### src/rtl/display_ram_arbiter.sv
// Arbitrates the board display RAM read port between the LED scanner (absolute priority) and game logic.
// Optional DISPLAY_ARB_CONFLICT_CNT_EN adds a saturating count of cycles where a waiting game read was denied.
module display_ram_arbiter #(
  parameter int SCAN_LEN = 8,
  parameter int ADDR_W   = 6
) (
  input  logic              clk,
  input  logic              rst,
  input  logic              scan_req,
  input  logic [ADDR_W-1:0] scan_addr,
  output logic              scan_grant,
  input  logic              game_req,
  input  logic [ADDR_W-1:0] game_addr,
  output logic              game_ack,
  output logic [1:0]        game_data,
  output logic [ADDR_W-1:0] ram_rd_addr,
`ifdef DISPLAY_ARB_CONFLICT_CNT_EN
  input  logic              conflict_clr,
  output logic [7:0]        conflict_cnt,
`endif
  input  logic [1:0]        ram_data
);
  localparam int CW = $clog2(SCAN_LEN) + 1;

  typedef enum logic [1:0] {IDLE, SCAN, ACK} state_e;

  state_e        state_q;
  logic [CW-1:0] cnt_q;
  logic          game_ack_q;
  logic [1:0]    game_data_q;
  logic          game_gnt;

  assign scan_grant = scan_req | (state_q == SCAN);
  // scan_req is excluded explicitly so the scanner never loses its first beat
  assign game_gnt   = (state_q == IDLE) && game_req && !scan_req;
  assign game_ack   = game_ack_q;
  assign game_data  = game_data_q;

  always_comb begin
    ram_rd_addr = '0;
    if (scan_grant)    ram_rd_addr = scan_addr;
    else if (game_gnt) ram_rd_addr = game_addr;
  end

  always_ff @(posedge clk or posedge rst) begin
    if (rst) begin
      state_q     <= IDLE;
      cnt_q       <= '0;
      game_ack_q  <= 1'b0;
      game_data_q <= 2'b00;
    end else begin
      game_ack_q <= game_gnt;
      if (game_gnt) game_data_q <= ram_data;
      if (scan_req) begin
        // a new pulse (re)starts the burst, even mid-burst
        cnt_q   <= CW'(1);
        state_q <= (SCAN_LEN > 1) ? SCAN : IDLE;
      end else begin
        case (state_q)
          IDLE: if (game_gnt) state_q <= ACK;
          ACK:  state_q <= IDLE;
          SCAN: begin
            if (cnt_q == CW'(SCAN_LEN - 1)) state_q <= IDLE;
            else cnt_q <= cnt_q + CW'(1);
          end
          default: state_q <= IDLE;
        endcase
      end
    end
  end

`ifdef DISPLAY_ARB_CONFLICT_CNT_EN
  logic [7:0] conflict_q;
  assign conflict_cnt = conflict_q;

  always_ff @(posedge clk or posedge rst) begin
    if (rst)               conflict_q <= 8'd0;
    else if (conflict_clr) conflict_q <= 8'd0;
    else if (game_req && state_q != ACK && scan_grant && conflict_q != 8'hFF)
      conflict_q <= conflict_q + 8'd1;
  end
`endif
endmodule
### config.mk
export PLATFORM = sky130hd
export DESIGN_NAME = display_ram_arbiter
export DESIGN_NICKNAME = d
export VERILOG_FILES = /design/src/rtl/display_ram_arbiter.sv
export SDC_FILE = /design/constraint.sdc
export NUM_CORES = 1
export LEC_CHECK = 0
export ABC_AREA = 1
export CAP_MARGIN = 30
export CORE_AREA = 2 2 39 41
export DETAILED_ROUTE_END_ITERATION = 10
export DIE_AREA = 0 0 41 43
export PLACE_DENSITY = 0.85
export SYNTH_ARGS = -nofsm -noshare
export SYNTH_HDL_FRONTEND = slang
export SYNTH_SLANG_ARGS = --single-unit
export TNS_END_PERCENT = 50
### constraint.sdc
create_clock -name clk -period 3.2 [get_ports clk]
set_clock_uncertainty 0.15 [all_clocks]
set_input_delay 0.32 -clock clk [delete_from_list [all_inputs] [get_ports clk]]
set_output_delay 0.32 -clock clk [all_outputs]
set_load 0.05 [all_outputs]
==> results.cfg, run 1 <==
[sta]
setup_tns_ps = 0
final-max-slew-violation-count = 0
fmax_mhz = 385.4
slew_headroom_pct = 66.14
tightest_slew_ps = 506.3
finalHoldViolCount = 0
rsz0062_at_grt = no
hold_ws_ps = 155.5
period_needed_ps = 2595
post-route-period-util_pct = 81.08
setup_viol = 0

[power]
power_density_nw_per_um2 = 622.2
leakage_nw = 0.4194
ir_worst_vdd_mv = 0.5583

[logic_synthesis]
synth_top_area_cell = dfrtp_1
synth_top_area_share_pct = 45.00
syn_nets = 87
async_flop_share_pct = 100.0
synth_seq_cells = 9
yosysMostFrequentCell = nand2_1
syn_avg_cell_area_um2 = 7.360
synth_edf_count = 0
synth_cells = 68
synth_flop_cell = dfrtp_1
yosysUniqueCellTypes = 14
yosys-top-cells-count = nand2_1, dfrtp_1, nand3_1
synthesis.area_um2 = 500.5
yosysWarnings = 0
synth_seq_area_share_pct = 45.00
synth.area.top_cells = dfrtp_1, nand2_1, nand3_1, o21ai_4, inv_1

[outcome]
status = finished clean

[floorplan]
start_util_pct = 36.17
dieArea_um2 = 1763
coreArea_um2 = 1384
dieHeight_um = 43
top_level_ports = 28
die_w_um = 41
rows = 14

[layout]
regArea_um2 = 225.2
diodes = 0
multi_input_comb_area_um2 = 246.5
final_cell_count_no_fill = 115
nFillCells = 136
syn_to_final_growth_pct = 63.25
drive_gt1_share_pct = 11.11
num-nets-final = 119

[place]
gp_congestion = 0.6808
io_buffers = 27
placedCellCount = 111
dp_hpwl_um = 988.9

[cts]
clk_latency_ps = 260
cts_tree = done
path_clk_slew_ps = 60
cts_made_buffers = 3
clockBufferDepth = 2
cts_resized = 0
postCtsSetupRepairBufs = 0
htree_levels = 1
cts_sinks = 9
hold_buffers = 0
root_buffer = clkbuf_4

[global_routing]
grt_max_degree = 10
grt_pass1_wl_um = 1794
top_usage_layer = met2
antenna_found_initial = 0
grt_pass1_vias = 447
grt_usage_pct = 15.46
grt_overflow = 0
met2_usage_pct = 26.25
use_met3_pct = 7.853
gr-usage-met1_pct = 15.77

[min_path]
min_path_type = input port to asynchronous set/reset pin

[worst_setup_path]
crit_family = buffers and inverters
path_cells = clkdlybuf4s50_1 > inv_4 > nand3_1 > inv_2 > nand2_1 > nand2_1 > clkdlybuf4s50_1
crit_buf_inv = 4
arrival_ps = 2120
critPathRequiredTime_ps = 2730
cp-end-kind = primary output
cp_slowest_stage_delay_ps = 800
start_kind = input port
slowest_stage = clkdlybuf4s50_1
crit_type = input port to primary output
worstPathMaxFanout = 9

[routing]
ant_nets = 0
totalWireLength_um = 1183
drt-initial-drc-count = 4
via_count = 512
drcViolationCount = 0
wl_per_cell_um = 10.29
routed_via_density = 4.452
drt_pass1_iterations = 4

[run]
max_cap_viol_count = 0
==> kinds of logic (layout without fill, tap and decap cells) <==
logic type	after synthesis	after routing	share of synthesized area, %
AOI/OAI and AO/OA	2	2	5.001
xor gates and xnor gates	1	1	1.750
adders and majority gates	1	1	2.500
buffers and inverters	7	38	5.750
DFF	9	9	45.00
and+or+nand+nor	48	48	40.00
==> stage by stage <==
step                setup WS [ps]  power, mW  area (um2)  util (%)
floorplan                    1271     0.3377       500.5         -
global placement            621.7     0.4200       790.8     57.14
detailed placement          595.0     0.4251       790.8     57.14
CTS                         584.7     0.5155       817.0     59.04
global route                500.9     0.5412       817.0     59.04
finish                      605.5     0.5084       817.0     59.04
==> report_power, final <==
part / switching (mW) / internal [mW] / total, mW
combinational: 0.148 / 0.0930 / 0.241
clock: 0.0378 / 0.0479 / 0.0857
sequential: 0.0350 / 0.146 / 0.181
==> final timing paths <==
path | depth (start not counted) | startpoint | slack, ps | end
hold / removal | 2 | rst | 160 | cnt_q[1]
hold reg to reg | 2 | game_data[1] | 360 | game_data[1]
setup / recovery | 7 | scan_req | 610 | ram_rd_addr[5]
max in group asynchronous | 2 | rst | 2500 | cnt_q[3]
min in group clk | 2 | game_data[1] | 360 | game_data[1]
setup reg to reg | 6 | cnt_q[0] | 1810 | cnt_q[3]
==> cell type report <==
cell class	instances	area share (%)
multi-input cells	52	30.17
inverters	7	3.522
clock buffers	4	3.216
well taps	16	2.450
flip-flops and latches	9	27.57
repair buffers	27	33.08
==> routing by layer <==
metal / vias to the layer above / share of wire, % / wire length, um
met1: 232 / 40 / 468
li1: 272 / - / -
met4: 0 / 0 / 0
met5: - / 0 / 0
met2: 8 / 57 / 674
met3: 0 / 3.4 / 40
==> cells in the final DEF, fill, tap and decap left out <==
| master | Yosys | routed |
|---|---|---|
| nor2_2 | 1 | 1 |
| ha_1 | 1 | 1 |
| nand2_1 | 33 | 33 |
| nand3_1 | 8 | 8 |
| clkdlybuf4s50_1 | 0 | 27 |
| inv_1 | 4 | 4 |
| inv_2 | 2 | 2 |
| nand4_1 | 1 | 1 |
| xor2_1 | 1 | 1 |
| inv_4 | 1 | 1 |
| nor2_1 | 3 | 3 |
| dfrtp_1 | 9 | 9 |
| o21ai_4 | 1 | 1 |
| clkbuf_4 | 0 | 3 |
| o21ai_2 | 1 | 1 |
| nand2_2 | 2 | 2 |
| clkbuf_1 | 0 | 1 |
==> state kept, by name, indices dropped and copies added (netlist names) <==
register   flops
cnt_q          4
state_q        2
game_data      2
game_ack       1
No activity file was read; power rests on OpenSTA's default activity.
==> run 2, diff against run 1 <==
- CORE_AREA: 2 2 39 41 -> unset
- CORE_UTILIZATION: unset -> 33
- DIE_AREA: 0 0 41 43 -> unset
- PLACE_DENSITY: 0.85 -> 0.79
- clock period: 3.2 -> 2.3 ns (I/O delays scaled with it)
==> run 2 against run 1 <==
  * Sequential share of layout area is 1.8 points lower
  * Flip-flop and latch count stayed put
  * Non-clock buffer count stayed put
  * Wire length is 0.25% higher
  * Combinational power is 54% higher
  * Critical path depth stayed put
  * Core utilization is 5.6 points higher
  * Worst setup slack worse by 150 ps
  * Final cell count is 0.87% lower
  * Count of clock-buffer cells in the layout stayed put
  * Hold slack worse by 90 ps
  * Clock power is 34% higher
  * Critical path type unchanged
  * Highest routed layer is now met4
==> results.cfg, run 2 (synthesis gave the netlist of run 1 again) <==
[worst_setup_path]
crit_type = input port to primary output
worstPathMaxFanout = 9
r2r_start = cnt_q[0]
r2r_cells = 6
arrival_ps = 1470
critPathRequiredTime_ps = 1920
start_kind = input port
timing.rr.end = cnt_q[1]
r2r_slack_ps = 900
cp-end-kind = primary output

[floorplan]
rows = 13
start_util_pct = 37.07
top_level_ports = 28
dieHeight_um = 40.95
dieArea_um2 = 1676
coreArea_um2 = 1350
die_w_um = 40.95

[power]
leakage_nw = 0.4520
ir_worst_vdd_mv = 0.4733
power_density_nw_per_um2 = 843.6
power.total_mw = 0.7368

[routing]
highest_layer = met4
m1WireLength_um = 517
ant_nets = 0
wl_per_cell_um = 10.40
drt-initial-drc-count = 16
wl_met3_um = 39
totalWireLength_um = 1186
met2_wirelength_um = 615
via_count = 519
drt_pass1_iterations = 4
drcViolationCount = 0
routed_via_density = 4.553

[global_routing]
grt_pass1_wl_um = 1649
grt_usage_pct = 16.02
antenna_found_initial = 0
grt_pass1_vias = 404
grt_max_degree = 10
grt_overflow = 0

[run]
max_cap_viol_count = 0

[place]
dp_hpwl_um = 1034
io_buffers = 27
gp_congestion = 0.7337

[sta]
slew_headroom_pct = 65.78
finalHoldViolCount = 0
setup_viol = 0
fmax_mhz = 541.6
post-route-period-util_pct = 80.28
period_needed_ps = 1846
setup_tns_ps = 0
rsz0062_at_grt = no
hold_ws_ps = 65.72
tightest_slew_ps = 511.7
final-max-slew-violation-count = 0

[layout]
largest_register_ffs = 4
syn_to_final_growth_pct = 74.50
drive_gt1_share_pct = 18.18
layout_commonest_cell = nand2_1
regMostFlops = cnt_q
num-nets-final = 119
layout_common_cells = nand2_1, clkdlybuf4s50_1, dfrtp_1
diodes = 0

[cts]
cts_resized = 0
cts_tree = done
cts_sinks = 9
htree_levels = 1
cts_made_buffers = 3
hold_buffers = 0
postCtsSetupRepairBufs = 0
clk_latency_ps = 260
root_buffer = clkbuf_4
clockBufferDepth = 2
path_clk_slew_ps = 60

[min_path]
min_path_type = input port to asynchronous set/reset pin

[outcome]
status = finished clean
==> run 2: cell types whose count changed in the layout (fill, tap and decap cells not counted) <==
| cell | change |
|---|---|
| clkdlybuf4s50_1 | -7 |
| buf_12 | +6 |
| buf_4 | +1 |
==> run 2: worst max path at each step <==
stage	from	end	slack, ps	cells past startpoint
2_1_floorplan	state_q[1]	ram_rd_addr[0]	460	3
4_1_cts	scan_req	ram_rd_addr[2]	450	7
6_report	scan_req	ram_rd_addr[2]	450	7
3_5_place_dp	scan_req	ram_rd_addr[2]	460	7
3_3_place_gp	scan_req	ram_rd_addr[0]	510	7
5_1_grt	scan_req	ram_rd_addr[2]	360	7
==> run 2: worst max-delay path, cell delays in order <==
cell and delay, ps:
clkdlybuf4s50_1 440, inv_4 120, nand3_1 180, inv_2 170, nand2_1 70, nand2_1 100
buf_12 140
==> run 2: power breakdown <==
group	switching, mW	internal (mW)	total [mW]
Sequential	0.0462	0.204	0.250
Clock	0.0488	0.0665	0.115
Combinational	0.217	0.155	0.372
==> run 2: area by class of cell <==
class | count | area (um2)
multi-input cells | 52 | 246.5
clock buffers | 4 | 26.28
repair buffers | 27 | 327.8
flip-flops and latches | 9 | 225.2
well taps | 15 | 18.77
inverters | 7 | 28.78
fillers | 106 | 476.7
==> run 2: metrics by stage <==
| step | instance area [um2] | std cells | utilization [%] | setup WS, ps |
|---|---|---|---|---|
| final | 873.3 | 114 | 64.69 | 453.5 |
| after global routing | 873.3 | 114 | 64.69 | 357.3 |
| after CTS | 873.3 | 114 | 64.69 | 447.7 |
| after detailed placement | 847.1 | 110 | 62.74 | 457.6 |
| after global placement | 847.1 | 110 | 62.74 | 514.4 |
| after floorplan | 500.5 | 68 | - | 461.1 |
==> run 2: metal layers <==
metal / GRT usage (%) / vias to the layer above
met4: 12.50 / 0
met5: 0 / -
met3: 3.261 / 2
li1: - / 273
met1: 21.72 / 232
met2: 21.88 / 12
==> RTL change, RTL diff (flow settings as in run 1) <==
`SCAN_LEN`: 8 -> 4.
--- a/src/rtl/display_ram_arbiter.sv
+++ b/src/rtl/display_ram_arbiter.sv
@@ -3,3 +3,3 @@
 module display_ram_arbiter #(
-  parameter int SCAN_LEN = 8,
+  parameter int SCAN_LEN = 4,
   parameter int ADDR_W   = 6
Function: changed (a bounded check fails within 10 cycles, from zero or initial values and one cycle with rst high).
==> RTL change against run 1 <==
Register-to-register slack got worse by 0.04 ns; non-clock buffer count did not move; worst setup slack improved by 0.063 ns; global-route usage rose by 0.16 points; sequential share of layout area fell by 2.3 points; sequential cell count fell by 1; total power rose by 14%; core utilization fell by 1.8 points; area after synthesis fell by 1.0%; routed wire length rose by 0.76%; design area fell by 3.1%; critical endpoint is now ram_rd_addr[0].
==> RTL change: results (changes against run 1) <==
| Metric | Value |
|---|---|
| Outcome | finished, final reports clean (unchanged) |
| Number of gates resized after cts | 0 (unchanged) |
| Synth Net Count | 83 (was 87) |
| Register-to-register setup slack | 1.77 ns (was 1.81 ns) |
| Proportion of synthesized flip-flops having asynchronous set or reset | 100% (unchanged) |
| Via count of the first global-routing pass | 452 (was 447) |
| Dominant synthesized flop cell | sky130_fd_sc_hd__dfrtp_1 (unchanged) |
| Seq/Total Area, Yosys | 40.4% (was 45.0%) |
| Fraction of layout instances using a drive strength above 1 | 8.79% (was 11.1%) |
| Mean cell area of the mapped netlist | 7.86 sq um (was 7.36 sq um) |
| Number of antenna violations at the first check in global routing | 0 (unchanged) |
| Worst-margin pin slew | 0.508 ns (was 0.506 ns) |
| Dominant cells by area after synthesis | sky130_fd_sc_hd__dfrtp_1 40%, sky130_fd_sc_hd__nand2_1 17%, sky130_fd_sc_hd__nand4_1 10% (was sky130_fd_sc_hd__dfrtp_1 45%, sky130_fd_sc_hd__nand2_1 25%, sky130_fd_sc_hd__nand3_1 8.0%) |
| End point of the critical path | ram_rd_addr[0] (was ram_rd_addr[5]) |
| Average routed wire per standard cell | 11.1 um (was 10.3 um) |
| First-pass GRT wire length | 1910 um (was 1790 um) |
| Global placer's final weighted congestion | 0.648 (was 0.681) |
| Cell area after placement | 769 sq um (was 791 sq um) |
| Number of buffers on the longest clock path | 2 (unchanged) |
| Number of detailed-route iterations in the first pass | 4 (unchanged) |
| Drt initial violations | 9 (was 4) |
| Number of CTS-inserted buffers | 3 (unchanged) |
| Leakage power of the design | 0.397 nW (was 0.419 nW) |
| Largest register by flop count | cnt_q (unchanged) |
| Total global-route track usage | 15.6% (was 15.5%) |
| Detailed placement HPWL | 990 um (was 989 um) |
| Arrival time reported for the critical path endpoint | 2.06 ns (was 2.12 ns) |
| Final period util | 79.1% (was 81.1%) |
| Maximum resistive drop on vdd | 234 uV (was 558 uV) |
| Post-placement setup slack | 0.674 ns (was 0.595 ns) |
| Largest register FFs | 3 (was 4) |
| Critical Path Fanout Max | 16 (was 9) |
| Number of diodes added for antenna fixing | 0 (unchanged) |
| Via count normalized by instance count | 4.79 (was 4.45) |
| Warning count from the yosys run | 0 (unchanged) |
| Pin count of the biggest net entering global routing | 17 (was 10) |
| Final Routed Wirelength | 1190 um (was 1180 um) |
| Clock root buffer | sky130_fd_sc_hd__clkbuf_4 (unchanged) |
| Worst-path clk slew | 0.06 ns (about the same) |
| List of most frequent post-synthesis cells | 22 x sky130_fd_sc_hd__nand2_1, 8 x sky130_fd_sc_hd__dfrtp_1, 8 x sky130_fd_sc_hd__nand4_1 (was 33 x sky130_fd_sc_hd__nand2_1, 9 x sky130_fd_sc_hd__dfrtp_1, 8 x sky130_fd_sc_hd__nand3_1) |
| R2R Path End | cnt_q[1] (was cnt_q[3]) |
| DP Cell Count | 104 (was 111) |
| Worst setup path start | scan_req (unchanged) |
-- RTL change: area by class of cell --
cell class | count | area (sq um)
Timing Repair Buffer | 27 | 270
Sequential cell | 8 | 200
Tap cell | 16 | 20.0
Clock buffer | 3 | 22.5
Inverter | 8 | 32.5
Multi-Input combinational cell | 45 | 246
Fill cell | 133 | 592
-- RTL change: where the power goes --
group	switching (mW)	internal, mW	total, mW
combinational	0.217	0.120	0.337
sequential	0.0278	0.139	0.166
clock	0.0330	0.0428	0.0759
total	0.278	0.302	0.579
-- RTL change: how the worst min path moves through the flow --
stage,from,to,slack [ns],depth (start not counted)
6_report,rst,game_data[1],0.18,2
3_5_place_dp,game_data[1],game_data[1],0.32,2
4_1_cts,rst,game_data[1],0.18,2
2_1_floorplan,rst,cnt_q[0],-0.01,1
5_1_grt,rst,game_ack,0.20,2
3_3_place_gp,game_data[1],game_data[1],0.31,2
-- RTL change: metal layers --
layer	part of all wire (%)	GRT usage [%]	wire (um)	vias to the layer above
met2	50	24.4	599	20
met4	1.9	8.00	23	0
met5	0	0	0	-
li1	-	-	-	265
met1	42	19.9	502	223
met3	5.5	2.09	66	4
-- RTL change: critical path, cell delays in order --
cell	delay, ns
sky130_fd_sc_hd__clkdlybuf4s50_1	0.56
sky130_fd_sc_hd__inv_4	0.12
sky130_fd_sc_hd__nand2_4	0.14
sky130_fd_sc_hd__nand2_1	0.06
sky130_fd_sc_hd__nand2_1	0.06
sky130_fd_sc_hd__clkdlybuf4s50_1	0.80
-- RTL change: cell families (layout without fill, tap and decap cells) --
| logic type | count (synthesis) | after routing | share of synthesized area [%] |
|---|---|---|---|
| simple gates | 43 | 43 | 44.7 |
| buf+inv | 10 | 38 | 9.85 |
| flops | 8 | 8 | 40.4 |
| fa+ha+maj | 2 | 2 | 5.05 |
